[config.mk]
export PLATFORM = sky130hd
export DESIGN_NAME = ahb_lite_arb2
export DESIGN_NICKNAME = d
export VERILOG_FILES = /design/src/rtl/ahb_pkg.sv /design/src/rtl/ahb_addr_hold.sv /design/src/rtl/ahb_lite_arb2.sv
export SDC_FILE = /design/constraint.sdc
export NUM_CORES = 1
export LEC_CHECK = 0
export ABC_CLOCK_PERIOD_IN_PS = 1900
export CELL_PAD_IN_SITES_DETAIL_PLACEMENT = 1
export CELL_PAD_IN_SITES_GLOBAL_PLACEMENT = 2
export CORE_ASPECT_RATIO = 1.5
export CORE_MARGIN = 2
export CORE_UTILIZATION = 20
export DETAILED_ROUTE_END_ITERATION = 10
export MAX_ROUTING_LAYER = met4
export PLACE_DENSITY = 0.8
export SLEW_MARGIN = 10
export SYNTH_ARGS = -nofsm -noshare
export SYNTH_HDL_FRONTEND = slang
export SYNTH_SLANG_ARGS = --single-unit
[constraint.sdc]
create_clock -name HCLK -period 1.9 [get_ports HCLK]
set_clock_uncertainty 0.2 [all_clocks]
set_input_delay 0.285 -clock HCLK [delete_from_list [all_inputs] [get_ports HCLK]]
set_output_delay 0.285 -clock HCLK [all_outputs]
set_load 0.01 [all_outputs]
[src/rtl/ahb_pkg.sv]
// Shared AHB-Lite definitions: transfer/size encodings and the address-phase bundle.
package ahb_pkg;

  localparam int AHB_ADDR_W = 32;

  localparam logic [1:0] HTRANS_IDLE   = 2'b00;
  localparam logic [1:0] HTRANS_BUSY   = 2'b01;
  localparam logic [1:0] HTRANS_NONSEQ = 2'b10;
  localparam logic [1:0] HTRANS_SEQ    = 2'b11;

  localparam logic [2:0] HSIZE_BYTE = 3'b000;
  localparam logic [2:0] HSIZE_HALF = 3'b001;
  localparam logic [2:0] HSIZE_WORD = 3'b010;

  typedef struct packed {
    logic [AHB_ADDR_W-1:0] addr;
    logic [1:0]            trans;
    logic                  write;
    logic [2:0]            size;
  } ahb_ap_t;

  // BUSY carries no transfer, so only NONSEQ/SEQ count as a request.
  function automatic logic is_req(input logic [1:0] trans);
    return trans[1];
  endfunction

endpackage

[src/rtl/ahb_addr_hold.sv]
// One-entry address-phase buffer; a held entry is never overwritten until cleared.
module ahb_addr_hold
  import ahb_pkg::*;
(
  input  logic    clk_i,
  input  logic    rst_ni,
  input  logic    capture_i,
  input  logic    clear_i,
  input  ahb_ap_t ap_i,
  output ahb_ap_t ap_o,
  output logic    valid_o
);

  ahb_ap_t ap_q;
  logic    valid_q;

  always_ff @(posedge clk_i or negedge rst_ni) begin
    if (!rst_ni) begin
      valid_q <= 1'b0;
      ap_q    <= '0;
    end else if (clear_i) begin
      valid_q <= 1'b0;
    end else if (capture_i && !valid_q) begin
      valid_q <= 1'b1;
      ap_q    <= ap_i;
    end
  end

  assign ap_o    = ap_q;
  assign valid_o = valid_q;

endmodule

[src/rtl/ahb_lite_arb2.sv]
// Two-master AHB-Lite arbiter: per-transfer arbitration, one buffered address per
// master, and data-phase steering of HWDATA/HREADY to the data-phase owner.
module ahb_lite_arb2
  import ahb_pkg::*;
#(
  parameter int ADDR_W   = AHB_ADDR_W,
  parameter int DATA_W   = 32,
  parameter int ARB_MODE = 0
) (
  input  logic              HCLK,
  input  logic              HRESETn,
  input  logic [ADDR_W-1:0] M0_HADDR,
  input  logic [1:0]        M0_HTRANS,
  input  logic              M0_HWRITE,
  input  logic [2:0]        M0_HSIZE,
  input  logic [DATA_W-1:0] M0_HWDATA,
  output logic              M0_HREADY,
  output logic [DATA_W-1:0] M0_HRDATA,
  input  logic [ADDR_W-1:0] M1_HADDR,
  input  logic [1:0]        M1_HTRANS,
  input  logic              M1_HWRITE,
  input  logic [2:0]        M1_HSIZE,
  input  logic [DATA_W-1:0] M1_HWDATA,
  output logic              M1_HREADY,
  output logic [DATA_W-1:0] M1_HRDATA,
  output logic [ADDR_W-1:0] S_HADDR,
  output logic [1:0]        S_HTRANS,
  output logic              S_HWRITE,
  output logic [2:0]        S_HSIZE,
  output logic [DATA_W-1:0] S_HWDATA,
  input  logic              S_HREADY,
  input  logic [DATA_W-1:0] S_HRDATA,
  output logic              GNT
);

  ahb_ap_t    live_ap [2];
  ahb_ap_t    pend_ap [2];
  ahb_ap_t    sel_ap;
  logic [1:0] pend_v, pend_nxt, capture, clear, hready, req;
  logic       sel_req, issue;
  logic       gnt_q, gnt_d, last_q, last_d;
  logic       dp_act_q, dp_act_d, dp_own_q, dp_own_d;

  assign live_ap[0] = '{addr: M0_HADDR, trans: M0_HTRANS, write: M0_HWRITE, size: M0_HSIZE};
  assign live_ap[1] = '{addr: M1_HADDR, trans: M1_HTRANS, write: M1_HWRITE, size: M1_HSIZE};

  always_comb begin
    for (int i = 0; i < 2; i++) begin
      if (dp_act_q && (dp_own_q == 1'(i))) begin
        hready[i] = S_HREADY;
      end else if (pend_v[i]) begin
        hready[i] = 1'b0;
      end else begin
        hready[i] = 1'b1;
      end
    end
  end

  always_comb begin
    if (pend_v[gnt_q]) begin
      sel_ap = pend_ap[gnt_q];
    end else begin
      sel_ap = live_ap[gnt_q];
    end
  end

  assign sel_req = is_req(sel_ap.trans);
  assign issue   = S_HREADY & sel_req;

  // The owner's live request goes straight out when the bus is ready; anything
  // else the master believes accepted must be parked so it is never lost.
  for (genvar i = 0; i < 2; i++) begin : g_hold
    assign capture[i]  = hready[i] & is_req(live_ap[i].trans)
                         & ~((gnt_q == 1'(i)) & ~pend_v[i] & S_HREADY);
    assign clear[i]    = issue & (gnt_q == 1'(i)) & pend_v[i];
    assign pend_nxt[i] = ~clear[i] & (pend_v[i] | capture[i]);
    assign req[i]      = pend_nxt[i] | is_req(live_ap[i].trans);

    ahb_addr_hold u_hold (
      .clk_i    (HCLK),
      .rst_ni   (HRESETn),
      .capture_i(capture[i]),
      .clear_i  (clear[i]),
      .ap_i     (live_ap[i]),
      .ap_o     (pend_ap[i]),
      .valid_o  (pend_v[i])
    );
  end

  // Round-robin compares against the just-updated last owner, so the other
  // master gets the very next slot after an issue.
  always_comb begin
    gnt_d    = gnt_q;
    last_d   = last_q;
    dp_act_d = dp_act_q;
    dp_own_d = dp_own_q;
    if (S_HREADY) begin
      dp_act_d = issue;
      if (issue) begin
        dp_own_d = gnt_q;
        last_d   = gnt_q;
      end else begin
        dp_own_d = dp_own_q;
        last_d   = last_q;
      end
      case (req)
        2'b01:   gnt_d = 1'b0;
        2'b10:   gnt_d = 1'b1;
        2'b11:   gnt_d = (ARB_MODE == 1) ? 1'b0 : ~last_d;
        default: gnt_d = gnt_q;
      endcase
    end else begin
      gnt_d = gnt_q;
    end
  end

  always_ff @(posedge HCLK or negedge HRESETn) begin
    if (!HRESETn) begin
      gnt_q    <= 1'b0;
      last_q   <= 1'b1;
      dp_act_q <= 1'b0;
      dp_own_q <= 1'b0;
    end else begin
      gnt_q    <= gnt_d;
      last_q   <= last_d;
      dp_act_q <= dp_act_d;
      dp_own_q <= dp_own_d;
    end
  end

  assign S_HADDR   = sel_ap.addr;
  assign S_HTRANS  = (HRESETn && sel_req) ? sel_ap.trans : HTRANS_IDLE;
  assign S_HWRITE  = sel_ap.write;
  assign S_HSIZE   = sel_ap.size;
  assign S_HWDATA  = dp_own_q ? M1_HWDATA : M0_HWDATA;
  assign M0_HREADY = hready[0];
  assign M1_HREADY = hready[1];
  assign M0_HRDATA = S_HRDATA;
  assign M1_HRDATA = S_HRDATA;
  assign GNT       = gnt_q;

endmodule

==> flow_metrics.tcl, run 1 <==
set metrics [dict create \
    critPathRequiredTime_ns 1.41 \
    hold_violations 0 \
    p_leak_nw 4.17 \
    area_growth_syn_to_layout_pct 81.3 \
    r2r_cells 7 \
    holdWs_ns 0.306 \
    holdPathEnd "g_hold[1].u_hold.ap_o[24]" \
    path_cells "mux2i_4 > or3_1 > a21boi_2 > buf_2" \
    yosysTopAreaCell "dfrtp_1" \
    vias 4538 \
    grt_pass1_vias 5060 \
    p_per_area_mw_per_mm2 1610 \
    highest_layer "met4" \
    dr_wl_met2_mm 11.4 \
    fillers 2750 \
    wl_per_cell_um 21.3 \
    final_cell_count_no_fill 1026 \
    core_area_sq_mm 0.0259 \
    path_max_fanout 6 \
    clock-sinks 82 \
    syn-num-nets 648 \
    status "finished, violations left" \
    io_pins 312 \
    die_x_um 137 \
    setup_slack_ns -0.362 \
    finalSetupTns_ns -32.51 \
    fmax_mhz 442 \
    die_y_um 203 \
    r2r-start "g_hold[0].u_hold.valid_o" \
    fin_util 0.370 \
    grt_overflow 0 \
    netlist-cell-type-count 32 \
    num_rows 72 \
    min_path_cells 1 \
    netlist_area_sq_mm 0.00527 \
    path_delay_family "flip-flops" \
    ir_drop_mv 0.710 \
    finalSetupViolCount 149 \
    period_share 1.19 \
    track_usage 0.158 \
    clock-root-buffer "clkbuf_16" \
    cp.buffers_inverters 1 \
    worstSetupPathType "register to output pin" \
    timing.rr.end "g_hold[0].u_hold.ap_o[24]" \
    min_from "g_hold[1].u_hold.ap_o[24]" \
    synth_seq_area_share 0.389 \
    layout_min_cycle_time_ns 2.26 \
    relSlewSlack 0.615 \
    drtIter0Drc 121 \
    synth_cells 473 \
    placed_cells 960 \
    ant_nets 0 \
    grt_max_degree 39 \
    ys_ff_latch 82 \
    hp-class "register to register" \
    synthTopCellsByArea "dfrtp_1, mux2_2, buf_4" \
    htree_levels 3 \
    finalMaxSlewViolations 0 \
    critPathCaptureType "output pin" \
    grt_pass1_wl_mm 30.9 \
    drv_cap 0 \
    dp_hpwl_mm 13.8 \
    route.detailed.drc 0 \
    insertion_delay_ns 0.36 \
    num-nets-final 862 \
    dr.pass1.iters 4 \
    port_buffers 215 \
    cpMaxStageDelayCell "dfrtp_4" \
    cts_tree "yes" \
    die_area_sq_mm 0.0277 \
    rsz0062_at_grt "yes" \
    cts_buffers 9 \
    drive_above_1_share 0.540 \
    start_kind "register" \
    avgViaCountPerCell 4.42 \
    routed_wirelength_mm 21.9 \
    ctsLongestPathBuffers 2 \
    syn_avg_cell_area_sq_um 11.1 \
    worstMarginPinSlew_ns 0.577 \
    violations "setup timing" \
    place.gp.congestion 0.727 \
    start_util 0.204 \
    r2r_slack_ns -0.36 \
    synth_warnings 0 \
    crit_path_max_incr_delay_ns 0.56 \
    antenna_found_initial 1 \
    cp_data_arrival_time_ns 1.78 \
    wl_met3_mm 2.01 \
    path_clk_slew_ns 0.06 \
    synth_top_area_share 0.384 \
    drt-met1-wl_mm 7.60 \
]
[flip-flops by register name, summed over array words and instances (netlist names)]
| name | cells |
|---|---|
| GNT | 1 |
| dp_act_q | 1 |
| dp_own_q | 1 |
| g_hold.u_hold.ap_o | 76 |
| g_hold.u_hold.valid_o | 2 |
| last_q | 1 |
[cells in the final DEF, fill, tap and decap left out, drive strengths merged, types with 2 or more instances in the layout]
cell and count:
o211ai 2, mux2 108, dfrtp 81, mux2i 40
nand2b 5, clkdlybuf4s50 140, a22o 2, nand2 3
a21o 3, a211oi 36, clkbuf 14, buf 158
a21oi 38, nor2b 39, nand3 2
[per-layer routing]
metal	global-route usage	up-vias
met1	0.150	2254
met5	-	-
li1	-	2055
met2	0.284	171
met4	0.0725	0
met3	0.0489	58
[stage by stage]
stage / total power, mW / setup slack (ns) / instance area (sq um)
floorplan: 7.05 / 0.00656 / 5270
global placement: 10.4 / -0.669 / 7610
detailed placement: 10.6 / -0.664 / 7610
CTS: 14.9 / -0.423 / 9230
global route: 16.3 / -0.427 / 9560
finish: 15.4 / -0.362 / 9560
[cell families after synthesis]
| kind of cell | Yosys count | synth area share |
|---|---|---|
| AOI/OAI and AO/OA | 87 | 0.107 |
| muxes | 148 | 0.312 |
| and+or+nand+nor | 56 | 0.0662 |
| buffers and inverters | 100 | 0.125 |
| DFF | 82 | 0.389 |
[power breakdown]
group / switching [mW] / leakage (nW) / total, mW / internal (mW)
registers: 0.681 / 0.954 / 3.33 / 2.65
logic: 4.33 / 3.08 / 10.3 / 5.93
clock network: 0.782 / 0.143 / 1.84 / 1.06
[worst reg2reg max path: cells and delay by family, from the launching register on]
kind,cells,cell delay (ns)
buf+inv,5,0.73
flops,1,0.56
mux,1,0.31
simple gates,1,0.34
[cells in the mapped netlist]
master,n
a211oi_1,36
a21boi_0,1
a21o_1,3
a21oi_1,38
a221o_1,1
a22o_1,2
a22oi_1,1
a2bb2oi_1,1
and2_1,1
buf_1,6
buf_2,7
buf_4,65
buf_6,4
clkbuf_1,18
dfrtp_1,81
dfstp_2,1
mux2_2,100
mux2_4,8
mux2i_1,40
nand2_1,3
nand2b_1,5
nand3_1,2
nand3b_1,1
nor2_1,1
nor2b_1,39
nor3b_1,1
nor4b_2,1
o211ai_1,2
o21a_1,1
o41ai_1,1
or2_2,1
or3_1,1
[area by class of cell]
| cell class | instances | area [sq um] | share of cell area |
|---|---|---|---|
| clock inverter | 4 | 51.3 | 0.00537 |
| timing repair buffer | 303 | 3340 | 0.350 |
| tap | 333 | 417 | 0.0436 |
| clock buffer | 12 | 246 | 0.0258 |
| sequential | 82 | 2060 | 0.216 |
| antenna | 1 | 2.50 | 0.000262 |
| multi-input combinational | 291 | 3440 | 0.360 |
[how the worst max path moves through the flow]
stage / start / to / slack (ns) / cells after the start
after global placement: M0_HTRANS[1] / S_HTRANS[0] / -0.67 / 5
after floorplan: GNT / S_HADDR[0] / 0.007 / 4
after CTS: g_hold[0].u_hold.valid_o / S_HTRANS[0] / -0.42 / 5
after global routing: g_hold[0].u_hold.valid_o / S_HTRANS[0] / -0.43 / 4
after detailed placement: M0_HTRANS[1] / S_HTRANS[0] / -0.66 / 5
final: g_hold[0].u_hold.valid_o / S_HTRANS[0] / -0.36 / 4
[timing repair]
action / CTS / global route
hold endpoints to repair: 81 / 0
hold buffers: 1 / 0
endpoints found under the setup margin: 147 / 150
gates resized for setup: 479 / 111
pin swaps: 21 / 21
gates cloned: 14 / 2
setup buffers: 34 / 12
(Power assumes the default switching activity.)
==> run 2, diff against run 1 <==
--- a/config.mk
+++ b/config.mk
@@ -5,15 +5,15 @@
 export SDC_FILE = /design/constraint.sdc
 export NUM_CORES = 1
 export LEC_CHECK = 0
+export ABC_AREA = 1
 export ABC_CLOCK_PERIOD_IN_PS = 1900
 export CELL_PAD_IN_SITES_DETAIL_PLACEMENT = 1
 export CELL_PAD_IN_SITES_GLOBAL_PLACEMENT = 2
-export CORE_ASPECT_RATIO = 1.5
 export CORE_MARGIN = 2
-export CORE_UTILIZATION = 20
+export CORE_UTILIZATION = 18
 export DETAILED_ROUTE_END_ITERATION = 10
 export MAX_ROUTING_LAYER = met4
-export PLACE_DENSITY = 0.8
+export PLACE_DENSITY = 0.79
 export SLEW_MARGIN = 10
 export SYNTH_ARGS = -nofsm -noshare
 export SYNTH_HDL_FRONTEND = slang
==> run 2 against run 1 <==
Compared with the run above:
- the flow still finishes with violations (setup timing)
- die area rose by 13%
- maximum frequency fell by 6.5%
- count of clock-buffer cells in the layout fell by 1
- sequential power fell by 6.6%
- setup slack got worse by 0.16 ns
- worst hold slack got worse by 0.020 ns
- total power rose by 18%
- largest power group unchanged
==> flow_metrics.tcl, run 2 <==
set metrics [dict create \
    status "finished, violations left" \
    violations "setup timing" \
    p_per_area_mw_per_mm2 1800 \
    ys_ff_latch 82 \
    netlist-cell-type-count 20 \
    synth.most_common_cell "nand2_1" \
    start_kind "register" \
    finalMaxSlewViolations 0 \
    fin_util 0.342 \
    wl_per_cell_um 18.8 \
    area_growth_syn_to_layout_pct 87.9 \
    grt_pass1_wl_mm 34.4 \
    port_buffers 215 \
    setup_slack_ns -0.519 \
    netlist_area_sq_mm 0.00538 \
    synthTopCellsByCount "nand2_1, dfrtp_1, buf_4" \
    path_cells "buf_12 > buf_12 > clkbuf_16 > nor2_2 > a211oi_1 > a31oi_1 > buf_2" \
    r2r-start "GNT" \
    mostFrequentLayoutCells "nand2_1, clkdlybuf4s50_1, dfrtp_1" \
    antenna_found_initial 0 \
    ir_drop_mv 0.656 \
    clock-root-buffer "clkbuf_16" \
    vias 5588 \
    num-nets-final 1095 \
    die_y_um 177 \
    drtIter0Drc 140 \
    route.detailed.drc 0 \
    worstMarginPinSlew_ns 0.595 \
    io_pins 312 \
    core_area_sq_mm 0.0296 \
    holdWs_ns 0.286 \
    hp-class "register to register" \
    fin_area_sq_mm 0.0101 \
    crit_start "GNT" \
    track_usage 0.149 \
    grt_pass1_vias 6077 \
    synth_top_area_share 0.376 \
    avgViaCountPerCell 4.25 \
    worstSetupPathType "register to output pin" \
    relSlewSlack 0.604 \
    cpMaxStageDelayCell "dfrtp_4" \
    fillers 3333 \
    synth_warnings 0 \
    dr.pass1.iters 4 \
    finalSetupViolCount 95 \
    syn-num-nets 859 \
    ctsLongestPathBuffers 2 \
    drive_above_1_share 0.446 \
    synth_cells 684 \
    place.gp.congestion 0.775 \
    hold_violations 0 \
    synth_edf_count 0 \
    dp_hpwl_mm 15.2 \
    post_dp_cell_area_sq_mm 0.00804 \
    ant_nets 0 \
    fmax_mhz 413 \
    cp.buffers_inverters 4 \
    cts_buffers 9 \
    start_util 0.182 \
    die_x_um 177 \
    min_from "g_hold[0].u_hold.ap_o[6]" \
    clock-sinks 82 \
    grt_max_degree 59 \
    drv_cap 0 \
    cp_data_arrival_time_ns 1.93 \
    path_common_cell "buf_12" \
    die_area_sq_mm 0.0313 \
    critPathRequiredTime_ns 1.41 \
    rsz0062_at_grt "yes" \
    async_flop_share 1.00 \
    crit_path_max_incr_delay_ns 0.53 \
    path_clk_slew_ns 0.07 \
    synth_seq_area_share 0.381 \
    path_delay_family "buffers and inverters" \
    routed_wirelength_mm 24.7 \
    grt_overflow 0 \
    cts_tree "yes" \
    synth_ff_type "dfrtp_1" \
    layout_min_cycle_time_ns 2.42 \
    num_rows 63 \
    syn_avg_cell_area_sq_um 7.87 \
    p_leak_nw 4.67 \
    synthTopCellsByArea "dfrtp_1, nand2_1, mux2_4" \
    critPathCaptureType "output pin" \
    period_share 1.27 \
    yosysTopAreaCell "dfrtp_1" \
    largest_reg_flops 76 \
    htree_levels 3 \
    path_max_fanout 14 \
    insertion_delay_ns 0.34 \
    layout_commonest_cell "nand2_1" \
]
## run 2: kinds of logic after synthesis
| logic type | Yosys count | share of synthesized area |
|---|---|---|
| compound gates | 114 | 0.132 |
| mux | 37 | 0.103 |
| simple gates | 292 | 0.210 |
| flops | 82 | 0.381 |
| buf+inv | 159 | 0.174 |
## run 2: layout make-up
class | instances | area, sq um | area share
antenna | 1 | 2.50 | 0.000247
clock buffer | 11 | 243 | 0.0240
clock inverter | 5 | 37.5 | 0.00371
inverter | 51 | 199 | 0.0197
multi-input combinational | 443 | 3470 | 0.343
sequential | 82 | 2060 | 0.203
tap | 390 | 488 | 0.0482
timing repair buffer | 333 | 3620 | 0.358
## run 2: metal layers
| metal | GRT usage | wire length (um) | vias up |
|---|---|---|---|
| li1 | - | - | 2617 |
| met1 | 0.168 | 9990 | 2734 |
| met2 | 0.264 | 12700 | 177 |
| met3 | 0.0281 | 1300 | 60 |
| met4 | 0.0479 | 751 | 0 |
| met5 | - | 0 | - |
## run 2: worst paths after layout
path | to | slack (ns) | cells past startpoint
worst min register to register | g_hold[0].u_hold.ap_o[6] | 0.29 | 2
worst min-delay path | g_hold[0].u_hold.ap_o[6] | 0.29 | 2
worst max-delay path | S_HADDR[31] | -0.52 | 7
worst max register to register | g_hold[1].u_hold.ap_o[10] | -0.10 | 6
max in group asynchronous | GNT | 0.42 | 4
min in group asynchronous | g_hold[0].u_hold.ap_o[21] | 0.53 | 4
## run 2: what timing repair did
item | in CTS | in global routing
cloned | 11 | 12
resized for setup | 445 | 181
hold buffers | 1 | 0
buffers inserted | 19 | 6
pin swaps | 13 | 33
endpoints found under the setup margin | 71 | 149
hold endpoints to repair | 23 | 0
## run 2: metrics by stage
stage | worst slack (ns) | instances | power, mW | TNS [ns]
floorplan | 0.0795 | 684 | 7.68 | 0
global placement | -0.508 | 1257 | 12.1 | -26.40
detailed placement | -0.506 | 1257 | 12.3 | -27.86
CTS | -0.479 | 1304 | 16.6 | -22.16
global route | -0.559 | 1315 | 19.4 | -24.19
finish | -0.519 | 1316 | 18.2 | -17.54
## run 2: report_power, final
group          switching, mW  internal [mW]
clock network          0.786          0.929
logic                   6.52           6.88
registers              0.511           2.60
## run 2: worst reg2reg max path, stage by stage, from the launching register on
cell and delay (ns):
dfrtp_4 0.53, buf_4 0.16, buf_4 0.15, nand2_4 0.07, nand4_4 0.20, buf_12 0.24, mux2_4 0.33
==> run 3, diff against run 2 <==
--- a/config.mk
+++ b/config.mk
@@ -11,10 +11,11 @@
 export CELL_PAD_IN_SITES_GLOBAL_PLACEMENT = 2
 export CORE_MARGIN = 2
 export CORE_UTILIZATION = 18
+export CTS_CLUSTER_DIAMETER = 200
 export DETAILED_ROUTE_END_ITERATION = 10
 export MAX_ROUTING_LAYER = met4
 export PLACE_DENSITY = 0.79
-export SLEW_MARGIN = 10
+export SLEW_MARGIN = 25
 export SYNTH_ARGS = -nofsm -noshare
 export SYNTH_HDL_FRONTEND = slang
 export SYNTH_SLANG_ARGS = --single-unit
==> results of run 3 <==
No change in the layout: final DEF, timing and power equal those of run 2.
==> RTL change (config.mk and constraints of run 1) <==
Change the package constant `AHB_ADDR_W` from 32 to 48.
--- a/src/rtl/ahb_pkg.sv
+++ b/src/rtl/ahb_pkg.sv
@@ -1,7 +1,7 @@
 // Shared AHB-Lite definitions: transfer/size encodings and the address-phase bundle.
 package ahb_pkg;
 
-  localparam int AHB_ADDR_W = 32;
+  localparam int AHB_ADDR_W = 48;
 
   localparam logic [1:0] HTRANS_IDLE   = 2'b00;
   localparam logic [1:0] HTRANS_BUSY   = 2'b01;
Interface: changed (resized M0_HADDR, M1_HADDR and S_HADDR); port bits go from 312 to 360. No check against the original RTL was run, so the function may have changed too.
==> RTL change against run 1 <==
Final area increased by 32%; routed wire length increased by 38%; highest routed layer unchanged; hold slack got worse by 0.041 ns; worst setup slack got worse by 0.14 ns; the flow still finishes with violations (setup timing); non-clock buffer count increased by 80; synthesized area increased by 36%; synthesized cell count increased by 30%; total power increased by 38%; largest cell class unchanged; sequential cell count increased by 32; clock power increased by 66%.
==> RTL change: results (changes against run 1) <==
Cells and area
  • Final nets: 1110 (+29%)
  • Max FFs per register: 108 (+42%)
  • Final non-filler cell total: 1402 (+37%)
  • Layout cells sized above 1: 0.525 (-0.0154)

CTS
  • CTS Buf Count: 17 (+8)
  • CTS Root Cell: clkbuf_16
  • H-tree levels: 4 (+1)
  • Worst-Skew Late Latency: 0.44 ns (+0.08 ns)

Synth
  • Synthesized net count: 821 (+27%)
  • Area contributors post-synth: dfrtp_1 39%, mux2_4 10%, mux2_2 9.7%, mux2i_1 7.8%, buf_4 7.2%
  • Synthesized instance count: 614 (+30%)
  • Yosys cell types: 35 (+9.4%)
  • Post-synth top cells: 113 x dfrtp_1, 69 x buf_4, 62 x mux2_2, 56 x mux2i_1, 55 x nor2b_1
  • Post-synthesis sequential area ratio: 0.398 (+0.00811)

Placement
  • GP Congestion: 0.759 (+4.4%)
  • Placed insts: 1287 (+34%)
  • Placed cell area: 0.0102 mm^2 (+33%)
  • Port Buffer Count: 263 (+22%)
  • Detail Placement HPWL: 17.4 mm (+26%)

Detailed routing
  • Drt first pass iters: 5 (+1)
  • Routed length per placed instance: 21.5 um (+1.0%)
  • Via density: 4.37 (-1.1%)
  • First DRT Iteration DRCs: 208 (+72%)

Worst setup path
  • Flop2flop setup slack: -0.44 ns (-0.08 ns)
  • Critical register-to-register path endpoint: g_hold[0].u_hold.ap_o[35]
  • CP Max Fanout: 20 (+14)
  • Worst path slowest cell: dfrtp_4
  • Max stage delay on crit path: 0.47 ns (-0.09 ns)
  • Crit path max-delay family: buffers and inverters
  • Crit path to: S_HADDR[47]
  • Crit path DAT: 1.92 ns (+0.14 ns)
  • Reg2Reg Depth: 8 (+1)
  • Crit. Startpoint: g_hold[0].u_hold.valid_o

Outcome
  • Status: complete, but fails checks
  • Failing checks: setup timing

Global routing
  • First-pass GRT wire length: 43.1 mm (+40%)
  • Largest net degree at the start of global routing: 114 (+190%)
  • Gr usage total: 0.164 (+0.00669)
  • Number of global-route vias before repair: 7057 (+39%)
  • Initial antenna violation count: 8 (+7)

Timing
  • Actual slew at the worst max-slew pin: 0.703 ns (+0.126 ns)
  • Final worst slack: -0.501 ns (-0.139 ns)
  • Endpoints failing setup: 197 (+32%)
  • Post-Route Setup TNS: -61.55 ns (-29.04 ns)

Power and ir drop
  • Worst VDD drop: 0.000697 V (-1.9%)
  • Static Leak: 5.43 nW (+30%)

Hold path
  • Hold Crit Depth: 2 (+1)
  • Hold EP: g_hold[0].u_hold.ap_o[2]
  • HP Start: M0_HSIZE[2]
  • Path category of the worst min-delay check: input pin to flop
## RTL change: stage by stage
stage                util  hold slack, ns  worst slack [ns]
floorplan               -          -0.211            0.0367
global placement    0.285          -0.100            -0.552
detailed placement  0.285          -0.102            -0.515
CTS                 0.343           0.231            -0.509
global route        0.354           0.270            -0.599
finish              0.354           0.265            -0.501
## RTL change: layer usage
metal / wire length, um / vias to the layer above / global-route usage
met4: 1560 / 0 / 0.102
met2: 17000 / 227 / 0.304
met1: 10300 / 3083 / 0.151
met5: 0 / - / -
met3: 1380 / 86 / 0.0322
li1: - / 2734 / -
## RTL change: cell families (layout without fill, tap and decap cells)
| family | Yosys count | after routing | synth area share |
|---|---|---|---|
| mux | 196 | 196 | 0.323 |
| compound gates | 119 | 119 | 0.107 |
| flops | 114 | 114 | 0.398 |
| buf+inv | 113 | 415 | 0.111 |
| simple gates | 72 | 72 | 0.0624 |
| other cells | 0 | 8 | 0 |
## RTL change: area by class of cell
cell class / count / area [um^2]
clock inverters: 11 / 82.6
diodes: 8 / 20.0
multi-input cells: 387 / 4310
flip-flops and latches: 114 / 2870
clock buffers: 21 / 470
well taps: 478 / 598
repair buffers: 383 / 4250
fillers: 3805 / 23000
## RTL change: timing repair
item | CTS | global route
endpoints found under the hold margin | 113 | 0
hold buffers | 2 | 0
gates resized for setup | 534 | 122
setup buffers | 50 | 9
endpoints found under the setup margin | 193 | 199
pin swaps | 7 | 6
gates cloned | 21 | 5
## RTL change: power breakdown
| part | internal (mW) | switching [mW] |
|---|---|---|
| sequential | 3.70 | 0.878 |
| clock | 1.77 | 1.29 |
| combinational | 7.69 | 5.91 |
| total | 13.2 | 8.08 |
